--- src/rtl/glitc_align_pkg.sv ---
// Shared types and the sample-slice helper for the GLITC per-channel word aligner.
package glitc_align_pkg;

  localparam int unsigned NSAMP     = 4;
  localparam int unsigned SAMP_BITS = 12;
  localparam int unsigned WORD_BITS = NSAMP * SAMP_BITS;

  typedef logic [NSAMP-1:0][SAMP_BITS-1:0] word_t;

  typedef enum logic [2:0] {
    S_IDLE,
    S_SETTLE,
    S_COUNT,
    S_LOCKED,
    S_FAIL
  } state_t;

  // Aligned sample k = s[k+4-ofs], with s0..s3 from prev and s4..s7 from cur.
  function automatic word_t sample_slice(input word_t prev, input word_t cur,
                                         input logic [1:0] ofs);
    logic [2*NSAMP-1:0][SAMP_BITS-1:0] s;
    logic [2:0]                        idx;
    word_t                             res;
    s = {cur, prev};
    for (int k = 0; k < NSAMP; k++) begin
      idx    = 3'(k + NSAMP) - 3'(ofs);
      res[k] = s[idx];
    end
    return res;
  endfunction

endpackage

--- src/rtl/glitc_word_delay.sv ---
// Programmable whole-word delay: latency 1 for delay 0/1, otherwise delay-1 beyond the input.
module glitc_word_delay
  import glitc_align_pkg::*;
#(
  parameter int unsigned DEPTH = 8
) (
  input  logic                     clk,
  input  logic                     rst_n,
  input  word_t                    din,
  input  logic [$clog2(DEPTH)-1:0] delay,
  output word_t                    dout
);

  localparam int unsigned DW   = $clog2(DEPTH);
  localparam int unsigned TAPS = (DEPTH > 2) ? DEPTH - 2 : 1;

  word_t          sr [TAPS];
  logic [DW-1:0]  tap_idx;

  always_comb tap_idx = delay - DW'(2);

  always_ff @(posedge clk or negedge rst_n) begin
    if (!rst_n) begin
      for (int i = 0; i < int'(TAPS); i++) sr[i] <= '0;
      dout <= '0;
    end else begin
      sr[0] <= din;
      for (int i = 1; i < int'(TAPS); i++) sr[i] <= sr[i-1];
      dout <= (delay < DW'(2)) ? din : sr[tap_idx];
    end
  end

endmodule

--- src/rtl/glitc_sample_aligner.sv ---
// GLITC per-channel sample aligner: training search for the sample offset plus word delay.
// Optional mismatch counter while locked: define GLITC_ALIGN_ERRCNT_EN.
module glitc_sample_aligner
  import glitc_align_pkg::*;
#(
  parameter int unsigned MATCH_COUNT = 16,
  parameter int unsigned SETTLE      = 2,
  parameter int unsigned DELAY_DEPTH = 8
) (
  input  logic                           clk,
  input  logic                           rst_n,
  input  logic [WORD_BITS-1:0]           din_i,
  input  logic [WORD_BITS-1:0]           pattern_i,
  input  logic                           train_i,
  input  logic [$clog2(DELAY_DEPTH)-1:0] delay_i,
  output logic [WORD_BITS-1:0]           dout_o,
  output logic [1:0]                     offset_o,
  output logic                           busy_o,
  output logic                           locked_o,
  output logic                           fail_o,
  output logic [15:0]                    err_count_o
);

  localparam int unsigned CW  = $clog2(MATCH_COUNT + 1);
  localparam int unsigned SCW = $clog2(SETTLE);

  word_t           cur, prev, aligned, dly_out;
  state_t          state;
  logic [CW-1:0]   match_cnt;
  logic [SCW-1:0]  settle_cnt;

  // Two-word window and the offset-selected slice.
  always_ff @(posedge clk or negedge rst_n) begin
    if (!rst_n) begin
      cur     <= '0;
      prev    <= '0;
      aligned <= '0;
    end else begin
      prev    <= cur;
      cur     <= din_i;
      aligned <= sample_slice(prev, cur, offset_o);
    end
  end

  glitc_word_delay #(.DEPTH(DELAY_DEPTH)) u_delay (
    .clk   (clk),
    .rst_n (rst_n),
    .din   (aligned),
    .delay (delay_i),
    .dout  (dly_out)
  );

  assign dout_o = dly_out;

  // Search FSM; train_i overrides every state, including the cycle a lock would occur.
  always_ff @(posedge clk or negedge rst_n) begin
    if (!rst_n) begin
      state      <= S_IDLE;
      offset_o   <= '0;
      match_cnt  <= '0;
      settle_cnt <= '0;
      busy_o     <= 1'b0;
      locked_o   <= 1'b0;
      fail_o     <= 1'b0;
    end else if (train_i) begin
      state      <= S_SETTLE;
      offset_o   <= '0;
      match_cnt  <= '0;
      settle_cnt <= '0;
      busy_o     <= 1'b1;
      locked_o   <= 1'b0;
      fail_o     <= 1'b0;
    end else begin
      case (state)
        S_SETTLE: begin
          if (settle_cnt == SCW'(SETTLE - 1)) begin
            state      <= S_COUNT;
            settle_cnt <= '0;
          end else begin
            settle_cnt <= settle_cnt + SCW'(1);
          end
        end
        S_COUNT: begin
          if (aligned == pattern_i) begin
            if (match_cnt == CW'(MATCH_COUNT - 1)) begin
              state     <= S_LOCKED;
              match_cnt <= CW'(MATCH_COUNT);
              busy_o    <= 1'b0;
              locked_o  <= 1'b1;
            end else begin
              match_cnt <= match_cnt + CW'(1);
            end
          end else if (offset_o != 2'd3) begin
            state     <= S_SETTLE;
            offset_o  <= offset_o + 2'd1;
            match_cnt <= '0;
          end else begin
            state  <= S_FAIL;
            busy_o <= 1'b0;
            fail_o <= 1'b1;
          end
        end
        default: ;
      endcase
    end
  end

`ifdef GLITC_ALIGN_ERRCNT_EN
  // Saturating count of words that disagree with the pattern after lock.
  always_ff @(posedge clk or negedge rst_n) begin
    if (!rst_n) begin
      err_count_o <= '0;
    end else if (train_i) begin
      err_count_o <= '0;
    end else if (state == S_LOCKED && aligned != pattern_i && err_count_o != 16'hFFFF) begin
      err_count_o <= err_count_o + 16'd1;
    end
  end
`else
  assign err_count_o = '0;
`endif

endmodule

--- config.mk ---
export PLATFORM = sky130hd
export DESIGN_NAME = glitc_sample_aligner
export DESIGN_NICKNAME = d
export VERILOG_FILES = /design/src/rtl/glitc_align_pkg.sv /design/src/rtl/glitc_word_delay.sv /design/src/rtl/glitc_sample_aligner.sv
export SDC_FILE = /design/constraint.sdc
export NUM_CORES = 1
export LEC_CHECK = 0
export CORE_MARGIN = 2
export CORE_UTILIZATION = 50
export CTS_BUF_LIST = sky130_fd_sc_hd__clkbuf_16
export DETAILED_ROUTE_END_ITERATION = 10
export PLACE_DENSITY = 0.71
export SLEW_MARGIN = 20
export SYNTH_ARGS = -nofsm -noshare
export SYNTH_HDL_FRONTEND = slang
export SYNTH_SLANG_ARGS = --single-unit
--- constraint.sdc ---
create_clock -name clk -period 5.31 [get_ports clk]
set_input_delay 0.7965 -clock clk [delete_from_list [all_inputs] [get_ports clk]]
set_output_delay 0.7965 -clock clk [all_outputs]
set_load 0.02 [all_outputs]
==> key figures <==
Global route
  – GRT Overall Usage: 21.5%
  – Grt total ovfl: 0
  – Initial antenna violation count: 2
  – Pin count of the biggest net entering global routing: roughly 130
  – Number of global-route vias before repair: 9969
  – First-pass GRT wire length: between 50000 and 60000 um

Worst setup path
  – CP Capture Type: flop
  – WS Path Type: in -> reg
  – Crit-path max FO: 10
  – R2R Path Start: aligned[43]
  – Worst path arrival time: 3620 ps
  – Startpoint Class: primary input
  – Req. time, crit path: 5730 ps
  – Reg2Reg Setup Slack: 2320 ps
  – Worst reg2reg path depth: 6
  – Worst reg2reg path endpoint: busy_o

Pwr
  – Power per Cell Area: 415 nW/um^2
  – Leakage power: 8.91 nW
  – P_sw: 2.20 mW
  – Sequential power share: between 50% and 60%
  – Logic pwr share: 12.7%
  – Sw frac: between 20% and 30%
  – Clock network power share: 34.7%
  – Peak supply drop: 243 uV
  – Int Pwr: 6.58 mW

STA
  – Max_slew headroom: 39.3%
  – Max frequency: 0.313 GHz
  – Setup Skew: 17.5 ps
  – Tcrit/Tclk final: 60.2%
  – # setup viols final: 0
  – Worst-Margin Slew: around 910 ps
  – Final Slew Violations: 0
  – Setup TNS after final layout: 0 ps
  – Setup slack after layout: between 2000 and 2500 ps
  – Final worst path period need: around 3200 ps
  – RSZ-0062 raised after global routing: no
  – Final Hold Fails: 0

Detailed routing
  – DRT iter0 DRCs: 659
  – Via Count: around 9300
  – Total wire length: 37500 um
  – Vias per inst: 5.53
  – Routed len/inst: 22.3 um
  – DRC: 0
  – Post-route ant nets: 0
  – DR pass1 iterations: 4

Run status
  – Run status: finished clean

Place
  – Port buffer count: 154
  – GP Congestion: about 0.8
  – Hpwl dp: 24600 um
  – Post-Place Worst Slack: 1550 ps

Die
  – Die area: 37000 um^2
  – Die Span Y: 192 um
  – Horiz. Die Dim: 192 um
  – Site row count: 68
  – CORE AREA: between 30000 and 40000 um^2
  – Top Ports: 171
  – Effective utilization at floorplan: 51.1%

Clock tree
  – # H-tree levels: 2
  – Post-CTS Resized: 0
  – Hold buffers post-CTS: 0
  – Clock latency on the worst-skew pair: ~550 ps
  – Setup bufs post-CTS: 0
  – Clk sink count: approximately 500
  – TritonCTS Buffers: 48
  – Max clock buf depth: 3
  – TritonCTS clock tree: done
  – Clock slew at reported path FFs: 60 ps
  – CTS Root Cell: clkbuf_16

Synthesis
  – Syn Std Cell Area: 17700 um^2
  – EDFF count, synth: 0
  – Post-Syn Instances: 1028
  – Post-synth top flop: dfrtp_1
  – #FFs+latches synth: just under 500
  – Sequential fraction of the synthesis area: 69.7%
  – Ys Warns: 0
  – Syn avg cell area: between 15 and 20 um^2
  – Post-synth ARST share: 100%
  – Synth unique cells: 34

Cells and area
  – Layout cell share with drive strength beyond 1: between 20% and 30%
  – Most frequent cells in the layout: dfrtp_1, clkdlybuf4s50_1, mux2_2
  – Area Overhead vs Synth: 19.3%
  – N_diodes: 0
  – Nets@finish: 1297
  – Most common cell after layout, fill and taps aside: dfrtp_1

Run
  – Max-cap violations: 0

Hold path
  – Type of the worst min-delay path: in -> async
[flip-flops by register name (all words and copies together), names as in the netlist]
signal and flops:
busy_o 1, locked_o 1, aligned 48, state 3, offset_o 2, prev 48
u_delay.sr 288, u_delay.dout 48, cur 48, match_cnt 5, settle_cnt 1, fail_o 1
[cells in the mapped netlist (all sizes together) (2+ instances only)]
master,instances,area share (%)
dfrtp,494,70
mux2,97,6.2
mux4,96,12
inv,59,1.2
a21oi,52,1.5
xnor2,50,2.5
a221oi,49,2.4
buf,38,1.3
clkbuf,33,0.70
nand4,12,0.42
nor2,9,0.19
ha,5,0.35
a31oi,4,0.14
nor4,4,0.25
a2111oi,3,0.15
a21o,3,0.13
nand3,3,0.11
or3,3,0.11
and3,2,0.071
nand2,2,0.042
[worst max path at each step]
stage | to | start | slack [ps] | depth (start not counted)
3_5_place_dp | busy_o | pattern_i[43] | 1550 | 7
3_3_place_gp | busy_o | pattern_i[43] | 1640 | 7
5_1_grt | busy_o | pattern_i[43] | 2100 | 7
2_1_floorplan | aligned[26] | offset_o[0] | 2370 | 9
4_1_cts | busy_o | pattern_i[43] | 2110 | 7
6_report | busy_o | pattern_i[43] | 2110 | 7
[critical path: stages]
cell and delay, ps:
clkdlybuf4s50_1 470, xnor2_1 450, nand4_1 170, nor4_2 780, nand3_2 330, or3_1 440
a21o_1 170
[power groups by stage]
stage | registers [mW] | logic (mW) | clock network, mW
2_1_floorplan | 4.60 | 0.629 | 0
3_3_place_gp | 4.65 | 1.11 | 0
3_5_place_dp | 4.68 | 1.12 | 0
4_1_cts | 4.62 | 1.13 | 3.11
5_1_grt | 4.68 | 1.22 | 3.29
6_report | 4.62 | 1.12 | 3.05
[layout make-up]
class                      count  area (um^2)
timing repair buffer         168         1710
sequential                   494        12400
inverter                      59          221
fill                        2582        13600
multi-input combinational    419         4880
clock buffer                  49         1230
clock inverter                35          174
tap                          455          569
[through the flow]
stage	instances	utilization (%)	hold WS (ps)	cell area (um^2)	power, mW
6_report	1679	60.9	341	21100	8.78
5_1_grt	1679	60.9	367	21100	9.18
4_1_cts	1678	60.8	354	21100	8.87
3_5_place_dp	1594	56.8	354	19700	5.81
3_3_place_gp	1594	56.8	350	19700	5.76
2_1_floorplan	1043	-	349	17800	5.22
[per-layer routing]
layer  wire length [um]  up-vias  GRT usage [%]  part of all wire [%]
li1                   -     4022              -                     -
met1              16400     4976           31.8                    44
met2              18500      237           34.0                    49
met3               1780       50           3.16                   4.8
met4                836        0           5.81                   2.2
met5                  0        -              0                     0
[cells by family (layout without fill, tap and decap cells)]
family / Yosys count / in the layout / share of synthesized area (%)
compound gates: 116 / 116 / 4.53
simple gates: 38 / 38 / 1.30
xor+xnor: 50 / 50 / 2.47
mux: 194 / 194 / 18.4
fa+ha+maj: 5 / 5 / 0.353
other cells: 1 / 16 / 0.0211
flops: 494 / 494 / 69.7
buf+inv: 130 / 311 / 3.20
Note: power is estimated with default switching activity, not from simulation.
==> variant, RTL diff (same flow settings) <==
Set the parameter `DELAY_DEPTH` to 4 (it was 8).
--- a/src/rtl/glitc_sample_aligner.sv
+++ b/src/rtl/glitc_sample_aligner.sv
@@ -6,5 +6,5 @@
   parameter int unsigned MATCH_COUNT = 16,
   parameter int unsigned SETTLE      = 2,
-  parameter int unsigned DELAY_DEPTH = 8
+  parameter int unsigned DELAY_DEPTH = 4
 ) (
   input  logic                           clk,
Interface: changed (resized delay_i); port bits go from 171 to 170. No check against the original RTL was run, so the function may have changed too.
==> variant against the unedited design <==
Worst hold slack worse by 0.24 ns. Cell area is 34% lower. Clock skew is 0.0066 ns lower. Highest routed layer unchanged. Sequential cell count is 192 lower. Sequential share of layout area is 4.6 points lower. Area after synthesis is 36% lower. Core utilization is 2.8 points higher. Routed wire length is 35% lower. Count of clock-buffer cells in the layout is 18 lower. Worst setup slack better by 0.22 ns. First-iteration DRC count is 51% lower. Total power is 35% lower.
==> variant: results (changes against the unedited design) <==
share of layout cells above drive strength 1=17.8% (was 22.5%); Synth async-reset ratio=100% (unchanged); met1 GRT Util=30.6% (was 31.8%); GR met3 Demand/Resource=3.59% (was 3.16%); most area-consuming cells after synthesis=dfrtp_1, mux4_2, mux2_2 (unchanged); Placed Cells incl. Taps=1124 (was 1594); drt initial violations=321 (was 659); initial antenna violation count=1 (was 2); post-DP HPWL=16800 um (was 24600 um); Inserted Clock Buffers=30 (was 48); CTS root buf=clkbuf_16 (unchanged); largest net degree at the start of global routing=132 (was 128); H-Tree Depth=1 (was 2); Worst-Skew Late Latency=roughly 0.54 ns; final hold slack=0.101 ns (was 0.341 ns); P_int=4220 uW (was 6580 uW); Total Wirelength=24300 um (was 37500 um); met2 usage=32.8% (was 34.0%); GP Congestion=0.856 (was 0.811); Worst Hold Class=in -> async (unchanged); port bufs=153 (was 154); layout filler cell count=1591 (was 2582); nets=983 (was 1297); Post-synth top cells=dfrtp_1, a21oi_1, nor2_1 (was dfrtp_1, mux2_2, mux4_2); status=complete, no violations (unchanged); Setup Skew=0.0108 ns (was 0.0175 ns); Largest register FFs=96 (was 288); reg2reg setup slack=2.63 ns (was 2.32 ns); via count=6362 (was 9285); CP max FO=6 (was 10); synthesized netlist cell count=723 (was 1028); worst ir drop on vdd=0.000286 V (was 0.000243 V); post-route insts no fill=1183 (was 1679); clock-pin slew of the registers on the worst-case setup and hold paths=0.06 ns (about the same); setup repair bufs after CTS=0 (unchanged); Final min period=2.97 ns (was 3.20 ns); GRT Total Usage=21.0% (was 21.5%); number of global-route vias before repair=6664 (was 9969); worst slew pin tran=0.949 ns (was 0.910 ns); sequential share of the synthesized area=66.9% (was 69.7%); worst slack, placed=1.70 ns (was 1.55 ns); Synth cell types=36 (was 34); crit path DAT=3.40 ns (was 3.62 ns); first-pass GRT wire length=38500 um (was 59400 um); Pleak=0.00597 uW (was 0.00891 uW); First-pass DRT Iterations=5 (was 4)
## variant: layer usage
metal,part of all wire [%],up-vias
met1,44,3263
met4,3.0,0
li1,-,2845
met5,0,-
met2,48,206
met3,4.9,48
## variant: cell type report
class / instances / share of cell area, %
Sequential cell: 302 / 53.9
Clock buffer: 31 / 5.53
Clock inverter: 25 / 1.24
Antenna cell: 1 / 0.0178
Multi-Input combinational cell: 375 / 24.9
Inverter: 8 / 0.214
Tap cell: 280 / 2.50
Timing Repair Buffer: 161 / 11.7
## variant: cells by family after synthesis
family	share of synthesized area, %
flops	66.9
other cells	0.0332
buf+inv	2.68
mux	18.9
fa+ha+maj	0.443
simple gates	4.00
xor+xnor	3.80
compound gates	3.25
## variant: power by group through the flow
stage	sequential, uW	combinational, uW	clock, uW
2_1_floorplan	2860	449	0
3_3_place_gp	2880	835	0
3_5_place_dp	2900	849	0
4_1_cts	2860	855	2050
5_1_grt	2870	942	2160
6_report	2840	872	2010
## variant: path summary, 6_finish.rpt
kind | start | end | cells after the start
max in group asynchronous | rst_n | aligned[31] | 3
min in group clk | u_delay.sr[68] | u_delay.sr[20] | 0
worst min register to register | u_delay.sr[68] | u_delay.sr[20] | 0
worst max register to register | aligned[7] | match_cnt[2] | 6
worst max-delay path | pattern_i[41] | match_cnt[2] | 7
worst min-delay path | rst_n | u_delay.sr[91] | 1
## variant: worst max-delay path: stages
cell	delay, ns
clkdlybuf4s50_1	0.45
xor2_1	0.18
nor4_1	0.76
nand4_1	0.30
o31ai_2	0.36
a21oi_2	0.16
a221o_1	0.39
## variant: through the flow
step	utilization, %	area (sq um)	power (uW)
floorplan	-	11400	3310
global placement	59.1	13000	3720
detailed placement	59.1	13000	3750
CTS	63.4	14000	5760
global route	63.7	14000	5980
finish	63.7	14000	5720
